<file path="config.mk">
export PLATFORM = sky130hd
export DESIGN_NAME = rob_queue
export DESIGN_NICKNAME = d
export VERILOG_FILES = /design/src/rtl/rob_queue.sv
export SDC_FILE = /design/constraint.sdc
export NUM_CORES = 1
export LEC_CHECK = 0
export CELL_PAD_IN_SITES_DETAIL_PLACEMENT = 1
export CELL_PAD_IN_SITES_GLOBAL_PLACEMENT = 1
export CORE_UTILIZATION = 55
export DETAILED_ROUTE_END_ITERATION = 10
export PLACE_DENSITY = 0.9
export SYNTH_ARGS = -nofsm -noshare
export SYNTH_HDL_FRONTEND = slang
export SYNTH_SLANG_ARGS = --single-unit
</file>
<file path="constraint.sdc">
create_clock -name clk -period 7.6 [get_ports clk]
set_input_delay 0.76 -clock clk [delete_from_list [all_inputs] [get_ports clk]]
set_output_delay 0.76 -clock clk [all_outputs]
set_load 0.005 [all_outputs]
</file>
<file path="src/rtl/rob_queue.sv">
// Circular reorder buffer: in-order allocate, out-of-order complete, in-order retire of up to COMMIT_WIDTH per cycle.
// Commit is combinational from registered state; allocation is all-or-nothing with alloc_ready as the only backpressure.
module rob_queue #(
    parameter int ENTRIES        = 16,
    parameter int DISPATCH_WIDTH = 2,
    parameter int COMPLETE_PORTS = 2,
    parameter int COMMIT_WIDTH   = 2,
    parameter int NUM_PREGS      = 64,
    parameter int NUM_AREGS      = 32,
    localparam int PW = $clog2(NUM_PREGS),
    localparam int AW = $clog2(NUM_AREGS),
    localparam int IW = $clog2(ENTRIES)
) (
    input  logic                         clk,
    input  logic                         reset,
    input  logic [DISPATCH_WIDTH-1:0]    alloc_valid,
    input  logic [DISPATCH_WIDTH*AW-1:0] alloc_areg,
    input  logic [DISPATCH_WIDTH*PW-1:0] alloc_preg,
    input  logic [DISPATCH_WIDTH*PW-1:0] alloc_old_preg,
    input  logic [DISPATCH_WIDTH-1:0]    alloc_mop_begin,
    input  logic [DISPATCH_WIDTH-1:0]    alloc_mop_end,
    output logic                         alloc_ready,
    output logic [DISPATCH_WIDTH*IW-1:0] alloc_idx,
    input  logic [COMPLETE_PORTS-1:0]    complete_valid,
    input  logic [COMPLETE_PORTS*IW-1:0] complete_idx,
    input  logic [COMPLETE_PORTS-1:0]    complete_exc,
    output logic [COMMIT_WIDTH-1:0]      commit_valid,
    output logic [COMMIT_WIDTH*AW-1:0]   commit_areg,
    output logic [COMMIT_WIDTH*PW-1:0]   commit_preg,
    output logic [COMMIT_WIDTH*PW-1:0]   commit_old_preg,
    input  logic                         flush,
    output logic                         exc_valid,
    output logic [IW-1:0]                exc_idx,
    output logic [AW-1:0]                exc_areg,
    output logic                         interruptible,
    output logic [IW:0]                  num_free
);

    typedef struct packed {
        logic          valid;
        logic          busy;
        logic          exc;
        logic [AW-1:0] areg;
        logic [PW-1:0] preg;
        logic [PW-1:0] old_preg;
        logic          mop_begin;
        logic          mop_end;
    } entry_t;

    localparam logic [IW:0] DEPTH   = (IW+1)'(ENTRIES);
    localparam logic [IW:0] DW_NEED = (IW+1)'(DISPATCH_WIDTH);

    entry_t        ent [ENTRIES];
    logic [IW:0]   head, tail, occupancy, alloc_cnt, commit_cnt;
    logic [IW-1:0] head_slot;
    logic [IW-1:0] commit_slot [COMMIT_WIDTH];
    logic          head_exc, kill, commit_last_end, scan_run;
    logic          unused_mop_begin;

    assign head_slot   = head[IW-1:0];
    assign occupancy   = tail - head;
    assign num_free    = DEPTH - occupancy;
    assign head_exc    = ent[head_slot].valid && !ent[head_slot].busy && ent[head_slot].exc;
    assign kill        = flush || head_exc;
    assign alloc_ready = (num_free >= DW_NEED) && !kill;

    always_comb begin
        alloc_idx = '0;
        alloc_cnt = '0;
        for (int k = 0; k < DISPATCH_WIDTH; k++) begin
            alloc_idx[k*IW +: IW] = tail[IW-1:0] + IW'(k);
            alloc_cnt = alloc_cnt + (IW+1)'(alloc_valid[k]);
        end
    end

    // In-order scan from head; the first busy/excepting/empty slot ends the retire group.
    always_comb begin
        commit_valid    = '0;
        commit_areg     = '0;
        commit_preg     = '0;
        commit_old_preg = '0;
        commit_cnt      = '0;
        commit_last_end = 1'b0;
        scan_run        = !flush;
        for (int k = 0; k < COMMIT_WIDTH; k++) begin
            commit_slot[k] = head_slot + IW'(k);
            if (scan_run && ((IW+1)'(k) < occupancy) && ent[commit_slot[k]].valid &&
                !ent[commit_slot[k]].busy && !ent[commit_slot[k]].exc) begin
                commit_valid[k]               = 1'b1;
                commit_areg[k*AW +: AW]       = ent[commit_slot[k]].areg;
                commit_preg[k*PW +: PW]       = ent[commit_slot[k]].preg;
                commit_old_preg[k*PW +: PW]   = ent[commit_slot[k]].old_preg;
                commit_cnt                    = commit_cnt + (IW+1)'(1);
                commit_last_end               = ent[commit_slot[k]].mop_end;
            end else begin
                scan_run = 1'b0;
            end
        end
    end

    always_comb begin
        unused_mop_begin = 1'b0;
        for (int i = 0; i < ENTRIES; i++) unused_mop_begin = unused_mop_begin ^ ent[i].mop_begin;
    end

    always_ff @(posedge clk) begin
        if (reset) begin
            for (int i = 0; i < ENTRIES; i++) ent[i] <= '0;
            head          <= '0;
            tail          <= '0;
            exc_valid     <= 1'b0;
            exc_idx       <= '0;
            exc_areg      <= '0;
            interruptible <= 1'b1;
        end else if (kill) begin
            for (int i = 0; i < ENTRIES; i++) begin
                ent[i].valid <= 1'b0;
                ent[i].busy  <= 1'b0;
                ent[i].exc   <= 1'b0;
            end
            tail          <= head;
            exc_valid     <= !flush;
            interruptible <= 1'b1;
            if (!flush) begin
                exc_idx  <= head_slot;
                exc_areg <= ent[head_slot].areg;
            end
        end else begin
            exc_valid <= 1'b0;
            for (int p = 0; p < COMPLETE_PORTS; p++) begin
                if (complete_valid[p] && ent[complete_idx[p*IW +: IW]].valid) begin
                    ent[complete_idx[p*IW +: IW]].busy <= 1'b0;
                    ent[complete_idx[p*IW +: IW]].exc  <= complete_exc[p];
                end
            end
            for (int k = 0; k < COMMIT_WIDTH; k++) begin
                if (commit_valid[k]) begin
                    ent[commit_slot[k]].valid <= 1'b0;
                    ent[commit_slot[k]].busy  <= 1'b0;
                    ent[commit_slot[k]].exc   <= 1'b0;
                end
            end
            if (alloc_ready) begin
                for (int k = 0; k < DISPATCH_WIDTH; k++) begin
                    if (alloc_valid[k]) begin
                        ent[alloc_idx[k*IW +: IW]] <= '{
                            valid:     1'b1,
                            busy:      1'b1,
                            exc:       1'b0,
                            areg:      alloc_areg[k*AW +: AW],
                            preg:      alloc_preg[k*PW +: PW],
                            old_preg:  alloc_old_preg[k*PW +: PW],
                            mop_begin: alloc_mop_begin[k],
                            mop_end:   alloc_mop_end[k]
                        };
                    end
                end
                tail <= tail + alloc_cnt;
            end
            head <= head + commit_cnt;
            if (commit_cnt != '0) interruptible <= commit_last_end;
        end
    end

endmodule
</file>
==> Word level (Yosys, flattened, before mapping) <==
Memories as Yosys holds them, arrays and structs flattened. A register that Yosys moved wholly into a read port is not among the register bits.
Cells that the tools add are included.
{ "totals": {"ff_bits": 21, "mem_bits_rw": 352, "in_bits": 55, "output_inout_bits": 61, "n_memories": 1} }
{ "memory_table": {"columns": ["name", "depth", "width", "read_ports", "rd_ports_with_merged_regs", "wr", "line", "rtl"], "rows": [
  ["ent", 16, 22, 4, 1, 16, "53", "entry_t ent [ENTRIES];"]
]} }
{ "op_classes": {"addsub": 8, "order_cmp": 3, "n_mux": 114, "n_bitwise": 50, "n_reduce_logical": 31} }
{ "op_table": {"columns": ["cell", "n"], "rows": [
  ["$mux 22", 6],
  ["$reduce_or 22->1", 6],
  ["$mux 1", 85],
  ["$mux 4", 14],
  ["$or 1x1->1", 48],
  ["$mux 5", 5],
  ["$mux 6", 4],
  ["$logic_and 1x1->1", 13],
  ["$lt 1x5->1 const A", 2],
  ["$add 4x1->4 const B", 2],
  ["$logic_not 1->1", 6],
  ["$add 5x1->5 const B", 1],
  ["$add 5x2->5", 1],
  ["$add 5x5->5", 1],
  ["$ge 5x2->1 const B", 1],
  ["$reduce_bool 5->1", 1],
  ["$sub 5x5->5", 1],
  ["$sub 5x5->5 const A", 1],
  ["$reduce_or 2->1", 2],
  ["$add 1x1->2", 1],
  ["$not 1->1", 2],
  ["$reduce_and 2->1", 1],
  ["$reduce_bool 2->1", 1],
  ["$logic_or 1x1->1", 1]
]} }

==> Longest topological paths before layout <==
{ "depth": {"depth_word": 18, "ltp_mapped": 18, "mapped_depth_nobuf": 17} }

==> Worst setup path before layout <==
OpenSTA, ideal clock, no wires.
{ "synth_path": {"kind": "register -> output", "startpoint": "reg head[0]", "endpoint": "out commit_areg[5]", "arrival_time_ns": 3.293, "setup_slack_ns": 3.547, "path_stages_with_launch": 11, "n_path_buf": 5, "path_cell_list": "dfxtp_1 > buf_2 > inv_1 > ha_1 > buf_2 > buf_2 > buf_2 > buf_1 > mux4_2 > mux4_2 > and3_1"} }
{ "synth_via": {"elab_chain_cells": 12, "elab_cells_between_ends": 17} }
{ "synth_rtl": {"columns": ["element", "line", "rtl"], "rows": [
  ["start: declaration", "54", "logic [IW:0] head, tail, occupancy, alloc_cnt, commit_cnt;"],
  ["start signal: assignment", "160", "head <= head + commit_cnt;"],
  ["$sub 5x5->5", "61", "assign occupancy = tail - head;"],
  ["$lt 1x5->1", "87", "if (scan_run && ((IW+1)'(k) < occupancy) && ent[commit_slot[k]].valid &&"],
  ["$logic_and 1x1->1 (3 in a row)", "87", null],
  ["$logic_and 1x1->1", "88", "!ent[commit_slot[k]].busy && !ent[commit_slot[k]].exc) begin"],
  ["$mux 1", "87", null],
  ["$logic_and 1x1->1 (3 in a row)", "87", null],
  ["$logic_and 1x1->1", "88", null],
  ["$mux 5 *", "87", null],
  ["end: declaration", "28", "output logic [COMMIT_WIDTH*AW-1:0] commit_areg,"]
]} }
Mark *: on every way between the ends. The rest lies on a longest branch, timed or not.

==> Final worst setup path <==
{ "layout_path": {"startpoint": "reg head[0]", "endpoint": "out commit_preg[11]"} }
{ "layout_via": {"elab_chain_cells": 12, "elab_cells_between_ends": 17} }
{ "layout_rtl": {"columns": ["element", "line", "rtl"], "rows": [
  ["$sub 5x5->5", "61", null],
  ["$lt 1x5->1", "87", null],
  ["$logic_and 1x1->1 (3 in a row)", "87", null],
  ["$logic_and 1x1->1", "88", null],
  ["$mux 1", "87", null],
  ["$logic_and 1x1->1 (3 in a row)", "87", null],
  ["$logic_and 1x1->1", "88", null],
  ["$mux 6 *", "87", null],
  ["end: declaration", "29", "output logic [COMMIT_WIDTH*PW-1:0] commit_preg,"]
]} }
Marked as above.

==> impl_metrics.tcl <==
set metrics [dict create \
    synth_top_area_share_pct 39.10 \
    tns_ns 0 \
    globalplace.congestion 0.9340 \
    synth_cells 1671 \
    yosysWarnings 0 \
    cap_violations 1 \
    p_int_mw 3.610 \
    status "finished, violations left" \
    clkTransAtPathRegs_ns 0.06 \
    synth-edff-count 288 \
    p_leak_nw 8.602 \
    synth_xor_area_share_pct 0.8088 \
    cp_max_fo 51 \
    hold_violations 0 \
    dieHeight_um 202.6 \
    p_switching_mw 1.369 \
    grt_max_degree 57 \
    power_density_mw_per_mm2 202.1 \
    wl_per_cell_um 39.65 \
    wl_um 88070 \
    yosys.area_share.adder_pct 1.516 \
    ys_seq_area_share_pct 45.70 \
    clock-sinks 361 \
    worstPathArrival_ns 5.95 \
    cts_tree "built" \
    viasPerCell 8.162 \
    worst_pin_slew_ns 1.511 \
    final_layout_size_suffix_gt1_share_pct 21.80 \
    maxUsedRoutingLayer "met5" \
    setup_viol 0 \
    drcViolationCount 0 \
    synthArstFlopShare_pct 0 \
    hpwl_um 52110 \
    muxShareOfSynthArea_pct 21.14 \
    dr.pass1.iters 7 \
    drtAntennaViolNets 0 \
    vias 18130 \
    clock_latency_ns 0.59 \
    grt_usage_pct 42.94 \
    yosys.area_share.simple_pct 9.887 \
    wl_met2_um 40390 \
    fillerInstances 3721 \
    initial_core_util_pct 55.68 \
    syn_to_final_growth_pct 11.35 \
    synthesis.area_mm2 0.02212 \
    swShare_pct 27.49 \
    ctsHoldBuffers 0 \
    coreArea_mm2 0.03973 \
    violations "capacitance limit, slew limit" \
    crit_type "reg2out" \
    clkPwrFrac_pct 39.3 \
    portBuffers 113 \
    vdd_drop_max_uv 201.4 \
    cp.required_ns 6.84 \
    finalWorstPathRequiredPeriod_ns 6.715 \
    post-route-period-util_pct 88.35 \
    synth_flop_cell "edfxtp_1" \
    synth.distinct_cells 80 \
    ios 116 \
    cts.path.max_buffers 3 \
    synth_top_family_by_area "multiplexers" \
    dr.first_iter.drc_count 3006 \
    wl_met3_um 12630 \
    max_slew_margin_pct -0.8396 \
    p_seq_share_pct 46.1 \
    synth.top_cells.by_area "edfxtp_1 39%, mux4_2 20%, a22o_1 11%" \
    grt_pass1_wl_um 127400 \
    synth.avg_cell_area_um2 13.24 \
    root_buffer "clkbuf_16" \
    dieArea_mm2 0.04103 \
    grt_pass1_vias 18920 \
    total_power_mw 4.979 \
    final-max-slew-violation-count 19 \
    fp.dieW_um 202.6 \
    cts_max_level 2 \
    synth_nets 1751 \
    post-place-ws_ns 1.727 \
    fmax_mhz 148.9 \
    rows 73 \
    comb_power_share_pct 14.7 \
    critPathLaunchType "flop" \
    wl_met1_um 27980 \
    synth_largest_area_cell "edfxtp_1" \
    fin_skew_ns 0.02509 \
    rsz0062_at_grt "no" \
    min_path_type "reg2reg" \
    gr-total-overflow 0 \
    holdWs_ns 0.4970 \
    final_cell_mix "288 x a22o_1, 288 x edfxtp_1, 194 x mux4_2" \
    cp-end-kind "output pin" \
    cts_resized 0 \
    nets 1744 \
    ys_ff_latch 361 \
    antenna_found_initial 6 \
    cts-buffers-inserted 40 \
    postCtsSetupRepairBufs 0 \
    synth_compound_area_share_pct 15.62 \
    setup_ws_ns 0.8852 \
]
critical path, cell delays in order, from the launching register on:
cell,delay [ns]
dfxtp_4,0.65
inv_1,0.37
ha_4,1.05
mux4_2,0.42
nor4_1,0.39
o32ai_1,0.20
nor3_2,1.00
buf_4,0.42
and3_1,0.25
clkdlybuf4s50_1,0.55
sequential cells by signal, summed over array words and instances (netlist names), named ones only:
register	count
head	5
interruptible	1
exc_idx	4
tail	5
exc_valid	1
ent	336
exc_areg	5
cells in the mapped netlist (13+ instances only):
cell type and instances:
mux2i_1 27, and3_1 28, buf_6 14, nor3_1 21
ha_1 22, buf_4 21, nor3b_1 13, o21ai_0 23
edfxtp_1 288, nor2_1 70, inv_1 35, and2_1 28
buf_2 41, a21oi_1 13, o21ai_1 14, mux4_2 194
dfxtp_1 73, a22o_1 288, clkbuf_1 80, nand3_1 30
nand2_1 83, buf_1 56
cells by family after synthesis:
logic type,count (synthesis)
AND/OR/NAND/NOR,375
AO/OA/AOI/OAI,418
adder cells (fa/ha/maj),25
flip-flops,361
multiplexers,224
buffers and inverters,251
XOR/XNOR,17
layer usage:
| layer | track usage [%] | vias up |
|---|---|---|
| met2 | 66.43 | 1798 |
| met3 | 12.73 | 535 |
| li1 | - | 6765 |
| met4 | 30.75 | 8 |
| met1 | 51.48 | 9022 |
| met5 | 0 | - |
metrics by stage:
stage | cells | util, % | instance area, um^2
after floorplan | 1671 | - | 22120
after global placement | 2147 | 58.83 | 23370
after detailed placement | 2147 | 58.83 | 23370
after CTS | 2218 | 61.98 | 24620
after global routing | 2220 | 61.99 | 24630
final | 2221 | 62.00 | 24630
layout make-up:
| cell class | instances | area (um^2) | area share, % |
|---|---|---|---|
| Clock inverter | 20 | 190.2 | 0.7721 |
| Antenna cell | 3 | 7.507 | 0.03048 |
| Clock buffer | 51 | 1062 | 4.312 |
| Inverter | 39 | 146.4 | 0.5943 |
| Sequential cell | 361 | 10120 | 41.09 |
| Tap cell | 525 | 656.9 | 2.667 |
| Timing Repair Buffer | 163 | 1501 | 6.095 |
| Multi-Input combinational cell | 1059 | 10950 | 44.44 |
path summary, 6_finish.rpt:
| path | startpoint | end | slack [ns] | cells after the start |
|---|---|---|---|---|
| worst max-delay path | head[0] | commit_preg[11] | 0.89 | 9 |
| worst min-delay path | exc_areg[3] | exc_areg[3] | 0.50 | 2 |
| worst max register to register | head[0] | head[4] | 1.44 | 14 |
| worst min register to register | exc_areg[3] | exc_areg[3] | 0.50 | 2 |
power groups by stage:
| stage | logic [mW] | clock network, mW | registers [mW] |
|---|---|---|---|
| after floorplan | 0.480 | 0 | 2.28 |
| final | 0.731 | 1.95 | 2.29 |
| after detailed placement | 0.698 | 0 | 2.33 |
| after CTS | 0.711 | 1.95 | 2.29 |
| after global routing | 0.752 | 2.01 | 2.30 |
| after global placement | 0.670 | 0 | 2.31 |
Power figures use the tool's default switching activity.
